**src/rtl/fetch_req_buffer.sv**
```systemverilog
// rtl/fetch_req_buffer.sv - fetch request issue FSM with an in-order instruction buffer
//
// Purpose:
//   Takes fetch addresses from the PC generator, issues at most one request
//   at a time to the icache interface, and queues the returned instruction
//   words (with their PC and page-fault flag) for decode. A slot is reserved
//   before a request is issued, so a response always has somewhere to go.
//   A redirect (flush_i) kills the outstanding request and empties the buffer;
//   the killed response, if it has not arrived yet, is swallowed in DRAIN.
//
// Ports:
//   clk_i, rstn_i          clock (rising edge), asynchronous active-low reset
//   pc_valid_i, pc_i       fetch address offered by the PC generator
//   pc_ready_o             offered address accepted (request issued) this cycle
//   flush_i                redirect: kill in-flight fetch, empty the buffer
//   flush_icache_i         fence.i: forwarded as invalidate_icache
//   req_fetch_icache_o     request to the icache interface
//   req_fetch_ready_i      icache interface can take a request
//   resp_icache_fetch_i    icache response (valid, data, instr_page_fault)
//   instr_valid_o, instr_o, instr_pc_o, instr_pf_o
//                          head entry presented to decode
//   instr_ready_i          decode pops the head entry
//
// Optional feature:
//   FETCH_BUF_BYPASS_EN    when defined, a response arriving while the buffer
//                          is empty is presented to decode in the same cycle,
//                          and is only written if decode does not take it.

package fetch_req_buffer_pkg;

  localparam int PHY_VIRT_MAX_ADDR_SIZE = 40;

  typedef struct packed {
    logic                              valid;
    logic [PHY_VIRT_MAX_ADDR_SIZE-1:0] vaddr;
    logic                              invalidate_icache;
    logic                              invalidate_buffer;
    logic                              inval_fetch;
  } req_cpu_icache_t;

  typedef struct packed {
    logic        valid;
    logic [31:0] data;
    logic        instr_page_fault;
  } resp_icache_cpu_t;

endpackage

module fetch_req_buffer
  import fetch_req_buffer_pkg::*;
#(
  // Entry count; power of two, at least 2.
  parameter int DEPTH = 4
) (
  input  logic                              clk_i,
  input  logic                              rstn_i,

  input  logic                              pc_valid_i,
  input  logic [PHY_VIRT_MAX_ADDR_SIZE-1:0] pc_i,
  output logic                              pc_ready_o,

  input  logic                              flush_i,
  input  logic                              flush_icache_i,

  output req_cpu_icache_t                   req_fetch_icache_o,
  input  logic                              req_fetch_ready_i,
  input  resp_icache_cpu_t                  resp_icache_fetch_i,

  output logic                              instr_valid_o,
  output logic [31:0]                       instr_o,
  output logic [PHY_VIRT_MAX_ADDR_SIZE-1:0] instr_pc_o,
  output logic                              instr_pf_o,
  input  logic                              instr_ready_i
);

  localparam int PTR_W = $clog2(DEPTH);
  localparam int CNT_W = PTR_W + 1;
  localparam logic [CNT_W-1:0] FULL_CNT = CNT_W'(DEPTH);

  localparam logic [1:0] IDLE      = 2'd0;
  localparam logic [1:0] WAIT_RESP = 2'd1;
  localparam logic [1:0] DRAIN     = 2'd2;

  logic [1:0]                        state;
  logic [1:0]                        state_next;
  logic [PHY_VIRT_MAX_ADDR_SIZE-1:0] pend_pc;

  logic [PTR_W-1:0]                  rd_ptr;
  logic [PTR_W-1:0]                  wr_ptr;
  logic [CNT_W-1:0]                  count;

  logic [31:0]                       mem_data [DEPTH];
  logic [PHY_VIRT_MAX_ADDR_SIZE-1:0] mem_pc   [DEPTH];
  logic [DEPTH-1:0]                  mem_pf;

  logic        buf_empty;
  logic        issue;
  logic        resp_take;
  logic        kill;
  logic        push;
  logic        pop;
  logic [31:0] resp_data;

  assign buf_empty = (count == '0);

  // Issue only with a free slot so the eventual response can always be
  // pushed. rstn_i gates it so nothing leaks out while reset is held.
  assign issue = rstn_i & (state == IDLE) & pc_valid_i & req_fetch_ready_i &
                 ~flush_i & (count < FULL_CNT);

  // A response is kept only in WAIT_RESP and only if no redirect kills it
  // in the same cycle.
  assign resp_take = (state == WAIT_RESP) & resp_icache_fetch_i.valid & ~flush_i;
  assign kill      = (state == WAIT_RESP) & flush_i;

  // Faulting fetches carry no usable instruction bits.
  assign resp_data = resp_icache_fetch_i.instr_page_fault ? 32'd0
                                                          : resp_icache_fetch_i.data;

`ifdef FETCH_BUF_BYPASS_EN
  logic bypass;
  assign bypass = resp_take & buf_empty;
  // Decode consumed the bypassed word directly; do not store it.
  assign push   = resp_take & ~(bypass & instr_ready_i);
`else
  assign push   = resp_take;
`endif

  // With bypass the buffer is empty, so this never pops the buffer itself.
  assign pop = ~buf_empty & instr_ready_i;

  // ---------------------------------------------------------------- FSM
  always_comb begin
    state_next = state;
    case (state)
      IDLE: begin
        if (issue) state_next = WAIT_RESP;
      end
      WAIT_RESP: begin
        // A response coinciding with a flush is dropped here, so there is
        // nothing left to drain.
        if (resp_icache_fetch_i.valid) state_next = IDLE;
        else if (flush_i)              state_next = DRAIN;
      end
      DRAIN: begin
        if (resp_icache_fetch_i.valid) state_next = IDLE;
      end
      default: state_next = IDLE;
    endcase
  end

  always_ff @(posedge clk_i or negedge rstn_i) begin
    if (!rstn_i) begin
      state   <= IDLE;
      pend_pc <= '0;
    end else begin
      state <= state_next;
      if (issue) pend_pc <= pc_i;
    end
  end

  // ---------------------------------------------------------- pointers
  always_ff @(posedge clk_i or negedge rstn_i) begin
    if (!rstn_i) begin
      rd_ptr <= '0;
      wr_ptr <= '0;
      count  <= '0;
    end else if (flush_i) begin
      // Redirect wins over any same-cycle push or pop.
      rd_ptr <= wr_ptr;
      count  <= '0;
    end else begin
      if (push) wr_ptr <= wr_ptr + PTR_W'(1);
      if (pop)  rd_ptr <= rd_ptr + PTR_W'(1);
      case ({push, pop})
        2'b10:   count <= count + CNT_W'(1);
        2'b01:   count <= count - CNT_W'(1);
        default: count <= count;
      endcase
    end
  end

  // ----------------------------------------------------------- storage
  // Entries need no reset: they are only visible while count covers them.
  always_ff @(posedge clk_i) begin
    if (push) begin
      mem_data[wr_ptr] <= resp_data;
      mem_pc[wr_ptr]   <= pend_pc;
      mem_pf[wr_ptr]   <= resp_icache_fetch_i.instr_page_fault;
    end
  end

  // ----------------------------------------------------------- outputs
  always_comb begin
    req_fetch_icache_o                   = '0;
    req_fetch_icache_o.valid             = issue;
    req_fetch_icache_o.vaddr             = issue ? pc_i : '0;
    req_fetch_icache_o.invalidate_icache = rstn_i & flush_icache_i;
    req_fetch_icache_o.invalidate_buffer = kill;
    req_fetch_icache_o.inval_fetch       = kill;
  end

  assign pc_ready_o = issue;

  // Head fields are zeroed when nothing is valid so reset and empty states
  // present clean outputs.
  always_comb begin
    instr_valid_o = ~buf_empty;
    instr_o       = buf_empty ? 32'd0 : mem_data[rd_ptr];
    instr_pc_o    = buf_empty ? '0    : mem_pc[rd_ptr];
    instr_pf_o    = ~buf_empty & mem_pf[rd_ptr];
`ifdef FETCH_BUF_BYPASS_EN
    if (bypass) begin
      instr_valid_o = 1'b1;
      instr_o       = resp_data;
      instr_pc_o    = pend_pc;
      instr_pf_o    = resp_icache_fetch_i.instr_page_fault;
    end
`endif
  end

endmodule

```
**config.mk**
```make
export PLATFORM = sky130hd
export DESIGN_NAME = fetch_req_buffer
export DESIGN_NICKNAME = d
export VERILOG_FILES = /design/src/rtl/fetch_req_buffer.sv
export SDC_FILE = /design/constraint.sdc
export NUM_CORES = 1
export LEC_CHECK = 0
export BUFFER_PORTS_ARGS = -buffer_cell sky130_fd_sc_hd__buf_2
export CORE_MARGIN = 4
export CORE_UTILIZATION = 45
export CTS_CLUSTER_DIAMETER = 40
export CTS_CLUSTER_SIZE = 8
export DETAILED_ROUTE_END_ITERATION = 6
export PLACE_DENSITY = 0.65
export SLEW_MARGIN = 20
export SYNTH_ARGS = -nofsm -noshare
export SYNTH_HDL_FRONTEND = slang
export SYNTH_SLANG_ARGS = --single-unit
export TNS_END_PERCENT = 1
```
**constraint.sdc**
```tcl
create_clock -name clk_i -period 6.2 [get_ports clk_i]
set_input_delay 0 -clock clk_i [delete_from_list [all_inputs] [get_ports clk_i]]
set_output_delay 0 -clock clk_i [all_outputs]
set_load 0.01 [all_outputs]
```
==> results of run 1 <==
report_power, final:
group,total (mW),switching (mW),leakage [nW],internal (mW)
logic,0.854,0.332,2.70,0.522
registers,2.89,0.226,3.28,2.67
clock network,2.52,0.904,0.723,1.61
total,6.26,1.46,6.70,4.80
stage by stage:
step,std cells,setup slack [ns]
5_1_grt,1418,2.74
2_1_floorplan,689,3.14
4_1_cts,1418,2.88
6_report,1418,3.05
3_5_place_dp,1248,3.44
3_3_place_gp,1248,3.45
what timing repair did:
action | in CTS | in global routing
hold buffers | 77 | 0
hold endpoints to repair | 226 | 0
buffers inserted | 0 | 0
setup endpoints to repair | 0 | 0
worst min-delay path by stage:
stage	endpoint	slack, ns	depth (start not counted)	startpoint
after floorplan	count[0]	-0.30	0	rstn_i
after global placement	pend_pc[24]	0.21	2	rstn_i
after detailed placement	pend_pc[25]	0.22	2	rstn_i
after CTS	state[0]	0.13	4	pc_valid_i
after global routing	mem_pf[0]	0.18	1	resp_icache_fetch_i[0]
final	state[0]	0.13	4	pc_valid_i
worst max-delay path, cell delays in order, from the launching register on:
cell and delay, ns:
dfrtp_4 1.07, buf_4 0.64, mux4_2 0.58, and2_1 0.18, buf_2 0.14
flip-flops by register name, indices dropped and copies added (netlist names):
register	flops
mem_pf	4
pend_pc	40
wr_ptr	2
state	2
mem_data	128
count	3
rd_ptr	2
mem_pc	160
cell type report:
type,count,area (um2)
clock buffers,87,1450
clock inverters,6,61.3
fillers,2273,12500
inverters,5,18.8
multi-input cells,304,3220
flip-flops and latches,341,10000
well taps,390,488
repair buffers,285,1830
synth_stat cells, types with 3 or more instances:
| library cell | instances | area share, % |
|---|---|---|
| edfxtp_1 | 292 | 65 |
| and2_1 | 118 | 5.5 |
| mux4_2 | 73 | 12 |
| dfrtp_1 | 49 | 9.1 |
| a21o_1 | 40 | 2.2 |
| nor2b_1 | 33 | 1.5 |
| clkbuf_1 | 16 | 0.45 |
| buf_2 | 10 | 0.37 |
| buf_6 | 10 | 0.84 |
| o21ai_0 | 5 | 0.19 |
| ha_1 | 4 | 0.37 |
| inv_1 | 4 | 0.11 |
| nand2_1 | 4 | 0.11 |
| nor2_1 | 4 | 0.11 |
| buf_4 | 3 | 0.17 |
| nor3_1 | 3 | 0.11 |
logic make-up (layout without fill, tap and decap cells):
group           after synthesis  after routing  synth area share (%)
fa+ha+maj                     5              5                 0.520
flops                       341            341                  74.2
simple gates                170            170                  8.00
buf+inv                      44            383                  1.96
compound gates               52             52                  2.82
mux                          73             73                  12.2
xor+xnor                      4              4                 0.260
metal layers:
metal / up-vias / part of all wire, % / global-route usage (%)
met5: - / 0 / 0
met4: 0 / 1.8 / 4.08
met3: 42 / 7.0 / 4.25
met2: 251 / 49 / 28.3
met1: 3627 / 43 / 23.0
li1: 3285 / - / -
==> flow_metrics.tcl, run 1 <==
set metrics [dict create \
    status "finished clean" \
    async_flop_share_pct 14.4 \
    h-tree-depth 2 \
    cts-buffers-inserted 51 \
    p_per_area_nw_per_um2 367 \
    antenna_cells 0 \
    worst_pin_slew_ns 0.979 \
    path_clk_slew_ns 0.05 \
    period_minus_slack_ns 3.15 \
    grt_pass1_wl_um 43900 \
    leakage_nw 6.70 \
    synth_nets 775 \
    numClockSinks 341 \
    overflow 0 \
    wl_um 27500 \
    dieArea_um2 32800 \
    finalCritPeriodShare_pct 50.8 \
    relSlewSlack_pct 34.7 \
    fp.dieW_um 181 \
    maxCapViolCount 0 \
    yosysWarningCount 0 \
    hpwl_um 14800 \
    start_util_pct 45.6 \
    rsz0062_at_grt "no" \
    cp-start-kind "flop" \
    hold_viol 0 \
    core_region_area_um2 29600 \
    ys_ff_latch 341 \
    max_freq_mhz 317 \
    finClkSkew_ns 0.0145 \
    drive_gt1_share_pct 34.3 \
    final_area_um2 17100 \
    worstSetupPathType "flop to output pin" \
    cts_tree "yes" \
    crit_arrival_ns 3.15 \
    wire_per_inst_um 19.4 \
    routed-via-count 7205 \
    critPathCaptureType "output pin" \
    avgSynthCellArea_um2 19.5 \
    final_util_pct 57.8 \
    rows 63 \
    reg2reg_from "state[0]" \
    area_growth_pct 26.8 \
    layout_common_cells "edfxtp_1 (292), buf_2 (199), and2_1 (114), dlygate4sd3_1 (77), mux4_2 (73)" \
    antenna_found_initial 0 \
    rr_endpoint "mem_pc[0][21]" \
    final_antenna_net_count 0 \
    dpl_cell_area_um2 14800 \
    finalSetupTns_ns 0 \
    crit_required_ns 6.20 \
    io_pins 200 \
    numPortBuffers 199 \
    drt_first_pass_iters 5 \
    drt_iter0_drc 332 \
    setup_violations 0 \
    clk_latency_ns 0.53 \
    grt_usage_pct 17.0 \
    holdWs_ns 0.132 \
    p_total_mw 6.26 \
    rrSetupSlack_ns 3.57 \
    synthCells 689 \
    yosysSeqAreaShare_pct 74.2 \
    cts_repair_resize_count 0 \
    viasPerCell 5.08 \
    clockBufferDepth 3 \
    synth_ff_type "edfxtp_1" \
    synth.distinct_cells 33 \
    clock-root-buffer "clkbuf_16" \
    synth_edf_count 292 \
    startpoint "rd_ptr[0]" \
    reg2reg_depth 4 \
    ir_drop_mv 0.227 \
    grt_pass1_vias 7889 \
    crit_path_max_fanout 46 \
    hold_path.class "input port to flop" \
    finalMaxSlewViolations 0 \
    final_common_cell "edfxtp_1" \
    gp_congestion 0.702 \
    drc 0 \
    grt_max_degree 75 \
    die_y_um 181 \
    cp-endpoint "instr_o[12]" \
    syn-cell-area_um2 13500 \
    nets 1074 \
]
Power figures use the tool's default switching activity.
==> run 2, diff against run 1 <==
Settings changed: PLACE_DENSITY 0.65 to 0.68.
Clock period 6.2 ns to 2.75 ns, I/O delays scaled along.
==> run 2 against run 1 <==
Effect of this change: worst hold slack lost 0.020 ns; power grew 130%; clock power grew 130%; register-to-register slack lost 2.9 ns; critical path type unchanged; largest cell class unchanged; largest power group unchanged.
==> flow_metrics.tcl, run 2 (synthesized netlist as in run 1, its figures left out) <==
set metrics [dict create \
    cts_repair_resize_count 0 \
    grt.busiest_layer "met2" \
    nets 1086 \
    hold_path.class "input port to flop" \
    routed-via-count 7292 \
    cts_tree "yes" \
    layout_common_cells "edfxtp_1 (292), buf_2 (199), and2_1 (114), dlygate4sd3_1 (76), mux4_2 (73)" \
    max_freq_mhz 429 \
    top_register "mem_pc" \
    numClockSinks 341 \
    rr_endpoint "mem_data[0][0]" \
    leakage_nw 6.80 \
    hpwl_um 16700 \
    largest_reg_flops 160 \
    grt_use_met3_pct 4.53 \
    worst_pin_slew_ns 0.747 \
    overflow 0 \
    die_y_um 181 \
    gp_congestion 0.725 \
    rows 63 \
    critPathCaptureType "output pin" \
    final_common_cell "edfxtp_1" \
    cpMaxStageDelayCell "inv_2" \
    p_total_mw 14.4 \
    worstSetupPathType "flop to output pin" \
    drc 0 \
    hold_start "resp_icache_fetch_i[0]" \
    antenna_found_initial 1 \
    hold_depth 1 \
    numPortBuffers 199 \
    finClkSkew_ns 0.0118 \
    grt_pass1_wl_um 44400 \
    critPathTopFamily "simple AND/OR/NAND/NOR gates" \
    finalMaxSlewViolations 0 \
    final_util_pct 58.6 \
    reg2reg_depth 4 \
    start_util_pct 45.6 \
    path_clk_slew_ns 0.05 \
    wire_per_inst_um 19.8 \
    crit_arrival_ns 2.33 \
    cp-start-kind "flop" \
    wl_um 28400 \
    finalCritPeriodShare_pct 84.7 \
    dieArea_um2 32800 \
    clock-root-buffer "clkbuf_16" \
    reg2reg_from "state[0]" \
    fp.dieW_um 181 \
    grtUsageMet1_pct 23.5 \
    grt_max_degree 52 \
    drt_first_pass_iters 5 \
    hold_viol 0 \
    status "finished clean" \
    crit_required_ns 2.75 \
    io_pins 200 \
    min_delay_worst_endpoint "mem_pf[2]" \
    grt_usage_pct 17.3 \
    crit_path_max_fanout 42 \
    clk_latency_ns 0.54 \
    h-tree-depth 2 \
    clockBufferDepth 3 \
    drive_gt1_share_pct 35.4 \
    period_minus_slack_ns 2.33 \
    relSlewSlack_pct 50.2 \
    rsz0062_at_grt "no" \
    viasPerCell 5.09 \
    drt_iter0_drc 476 \
    cts-buffers-inserted 52 \
    maxCapViolCount 0 \
    setup_violations 0 \
    finalSetupTns_ns 0 \
    ir_drop_mv 0.508 \
    core_region_area_um2 29600 \
    final_antenna_net_count 0 \
    largestRegisters "mem_pc x160, mem_data x128, pend_pc x40" \
    area_growth_pct 28.6 \
    use_met2_pct 28.4 \
    rrSetupSlack_ns 0.65 \
    cts_setup_buffers 0 \
    p_per_area_nw_per_um2 830 \
    grt_pass1_vias 7870 \
    path_cells "nor3b_2 > nand4_2 > inv_2 > and2_1 > buf_2" \
    worst-path-buf-inv 2 \
    cp_slowest_stage_delay_ns 0.46 \
    nFillCells 2215 \
]
==> run 2: cell count changes in the layout (fill, tap and decap cells not counted), sizes merged <==
cell / delta
diode: +1
clkinv: -1
bufinv: +1
buf: +12
clkbuf: -2
clkinvlp: +2
dlygate4sd3: -1
inv: +2
==> run 2: through the flow <==
step / instance area [um2] / hold slack (ns) / setup WS, ns / instances
after global placement: 15000 / 0.207 / 0.658 / 1260
after detailed placement: 15000 / 0.217 / 0.634 / 1260
after global routing: 17300 / 0.101 / 0.235 / 1431
after CTS: 17300 / 0.0931 / 0.375 / 1431
final: 17300 / 0.112 / 0.421 / 1432
after floorplan: 13500 / -0.296 / -0.314 / 689
==> run 2: layer usage <==
metal,vias up,part of all wire [%]
met5,-,0.046
met4,2,1.7
met3,40,7.5
met2,270,49
met1,3672,42
li1,3308,-
==> run 2: repair_timing <==
item / CTS / global route
hold buffers: 76 / 0
endpoints found under the setup margin: 0 / 0
hold endpoints to repair: 226 / 0
==> run 2: where the power goes <==
group,switching [mW],internal (mW)
logic,1.01,1.23
registers,0.306,6.02
clock network,2.06,3.74
total,3.38,11.0
==> run 2: cell type report <==
class                   count  area (um2)  share of cell area, %
well taps                 390         488                   2.82
repair buffers            296        2030                   11.7
clock inverters            10         115                  0.665
multi-input cells         304        3220                   18.6
diodes                      1        2.50                 0.0145
inverters                   5        18.8                  0.108
flip-flops and latches    341       10000                   57.8
clock buffers              85        1450                   8.35
==> run 2: worst max path at each step <==
stage | start | endpoint | slack (ns) | depth (start not counted)
6_report | state[1] | req_fetch_icache_o[12] | 0.42 | 5
5_1_grt | state[1] | req_fetch_icache_o[12] | 0.23 | 5
4_1_cts | rd_ptr[0] | instr_pc_o[25] | 0.37 | 4
3_5_place_dp | state[0] | mem_data[0][25] | 0.63 | 4
3_3_place_gp | state[0] | mem_pc[0][7] | 0.66 | 4
2_1_floorplan | state[1] | mem_data[0][0] | -0.31 | 2
==> run 3, diff against run 2 <==
Settings changed: PLACE_DENSITY 0.68 to 0.65.
Clock period 2.75 ns to 2.4 ns, I/O delays scaled along.
==> run 3 against run 2 <==
Effect of this change: setup slack got worse by 0.34 ns; power rose by 14%; core utilization grew 0.15 points; cell area increased by 0.26%; first-iteration DRC count shrank 6.9%; sequential share of layout area is 0.15 points lower; cell count grew 0.21%; global-route usage shrank 0.078 points; die area unchanged; critical path type unchanged; critical endpoint is now instr_pc_o[0]; largest cell class unchanged.
==> flow_metrics.tcl, run 3 (synthesized netlist as in run 1, its figures left out) <==
set metrics [dict create \
    ir_drop_mv 0.494 \
    drive_gt1_share_pct 35.6 \
    power_switching_mw 3.88 \
    cts-buffers-inserted 52 \
    crit_arrival_ns 2.32 \
    layout_common_cells "edfxtp_1 (292), buf_2 (199), and2_1 (114), dlygate4sd3_1 (77), mux4_2 (73)" \
    path_clk_slew_ns 0.05 \
    maxCapViolCount 0 \
    wl_um 28000 \
    finalMaxSlewViolations 0 \
    clockPowerShare_pct 39.8 \
    leakage_nw 6.83 \
    routed-via-count 7355 \
    seqPwrFrac_pct 44.4 \
    swShare_pct 23.7 \
    numPortBuffers 199 \
    drt_iter0_drc 443 \
    grt_max_degree 51 \
    grt_pass1_wl_um 44700 \
    rrSetupSlack_ns 0.40 \
    area_growth_pct 28.9 \
    die_y_um 181 \
    p_int_mw 12.5 \
    cpMaxStageDelayCell "dfrtp_4" \
    cts_tree "yes" \
    finClkSkew_ns 0.0150 \
    overflow 0 \
    critPathCaptureType "output pin" \
    worst_pin_slew_ns 0.827 \
    largest_reg_flops 160 \
    relSlewSlack_pct 44.9 \
    viasPerCell 5.13 \
    numClockSinks 341 \
    layout.cells.non_filler 1435 \
    cp_slowest_stage_delay_ns 0.62 \
    max_freq_mhz 432 \
    cp-start-kind "flop" \
    wire_per_inst_um 19.5 \
    final_common_cell "edfxtp_1" \
    setup_violations 0 \
    finalSetupTns_ns 0 \
    p_per_area_nw_per_um2 942 \
    nFillCells 2223 \
    rows 63 \
    fp.dieW_um 181 \
    largestRegisters "mem_pc x160, mem_data x128, pend_pc x40" \
    drt_first_pass_iters 4 \
    hpwl_um 16200 \
    clockBufferDepth 3 \
    holdWs_ns 0.0213 \
    drc 0 \
    dpl_cell_area_um2 15100 \
    period_minus_slack_ns 2.32 \
    io_pins 200 \
    crit_required_ns 2.40 \
    antenna_found_initial 0 \
    gp_congestion 0.736 \
    dieArea_um2 32800 \
    worst-path-buf-inv 2 \
    critPathTopFamily "flip-flops" \
    start_util_pct 45.6 \
    clk_latency_ns 0.54 \
    rsz0062_at_grt "yes" \
    grt_pass1_vias 8035 \
    hold_viol 0 \
    hold_path.class "input port to flop" \
    final_area_um2 17400 \
    top_register "mem_pc" \
    clock-root-buffer "clkbuf_16" \
    worstSetupPathType "flop to output pin" \
    final_antenna_net_count 0 \
    nets 1093 \
    grt_usage_pct 17.2 \
    dp.cells 1266 \
    status "finished clean" \
    h-tree-depth 2 \
    path_cells "buf_12 > mux4_2 > and2_1 > buf_2" \
    pwr-share-comb_pct 15.8 \
    finalCritPeriodShare_pct 96.5 \
    crit_path_max_fanout 24 \
    core_region_area_um2 29600 \
    antenna_cells 0 \
]
==> run 3: cell count changes in the layout (fill, tap and decap cells not counted), moves of 2 or more <==
cell	before	now
clkinvlp_4	3	0
clkinv_1	0	4
inv_2	2	0
buf_12	9	11
buf_6	0	2
clkbuf_1	32	29
buf_4	12	14
==> run 3: path summary, 6_finish.rpt <==
| path | startpoint | to | cells past startpoint |
|---|---|---|---|
| max | rd_ptr[0] | instr_pc_o[0] | 4 |
| min | pc_valid_i | state[0] | 4 |
| max reg2reg | state[0] | count[2] | 8 |
| min reg2reg | pend_pc[22] | mem_pc[1][22] | 0 |
| max in group asynchronous | rstn_i | rd_ptr[0] | 3 |
| min in group asynchronous | rstn_i | pend_pc[27] | 3 |
==> run 3: power by group through the flow <==
stage	registers, mW	logic (mW)	clock network [mW]
2_1_floorplan	7.16	1.97	0
3_3_place_gp	7.35	2.51	0
3_5_place_dp	7.37	2.52	0
4_1_cts	7.26	2.64	6.68
5_1_grt	7.31	2.84	7.00
6_report	7.26	2.58	6.51
==> run 3: area by class of cell <==
class,count,area (um2),area share [%]
flip-flops and latches,341,10000,57.6
multi-input cells,304,3220,18.6
repair buffers,303,2110,12.2
inverters,5,22.5,0.130
clock inverters,10,88.8,0.512
clock buffers,82,1420,8.20
well taps,390,488,2.81
==> run 3: per-layer routing <==
layer	global-route usage [%]	share of wire, %	up-vias
met5	0	0	-
li1	-	-	3324
met1	24.7	45	3732
met3	3.46	6.1	40
met2	27.7	48	259
met4	4.20	1.5	0
==> run 3: worst min-delay path, delay by kind of cell <==
family	cells	cell delay, ns
buffers and inverters	2	0.33
and+or+nand+nor	1	0.10
AOI/OAI and AO/OA	1	0.07
==> run 3: what timing repair did <==
item	in CTS	in global routing
hold endpoints to repair	224	0
endpoints found under the setup margin	15	77
resized for setup	3	2
buffers inserted	0	0
hold buffers	77	0
gates cloned	0	0
==> run 3: stage by stage <==
step                      power, mW  utilization [%]  setup WS [ns]
after global placement         9.85             51.0          0.437
final                          16.4             58.7         0.0845
after CTS                      16.6             58.7         0.0113
after global routing           17.1             58.7        -0.0532
after detailed placement       9.89             51.0          0.404
after floorplan                9.13                -         -0.664
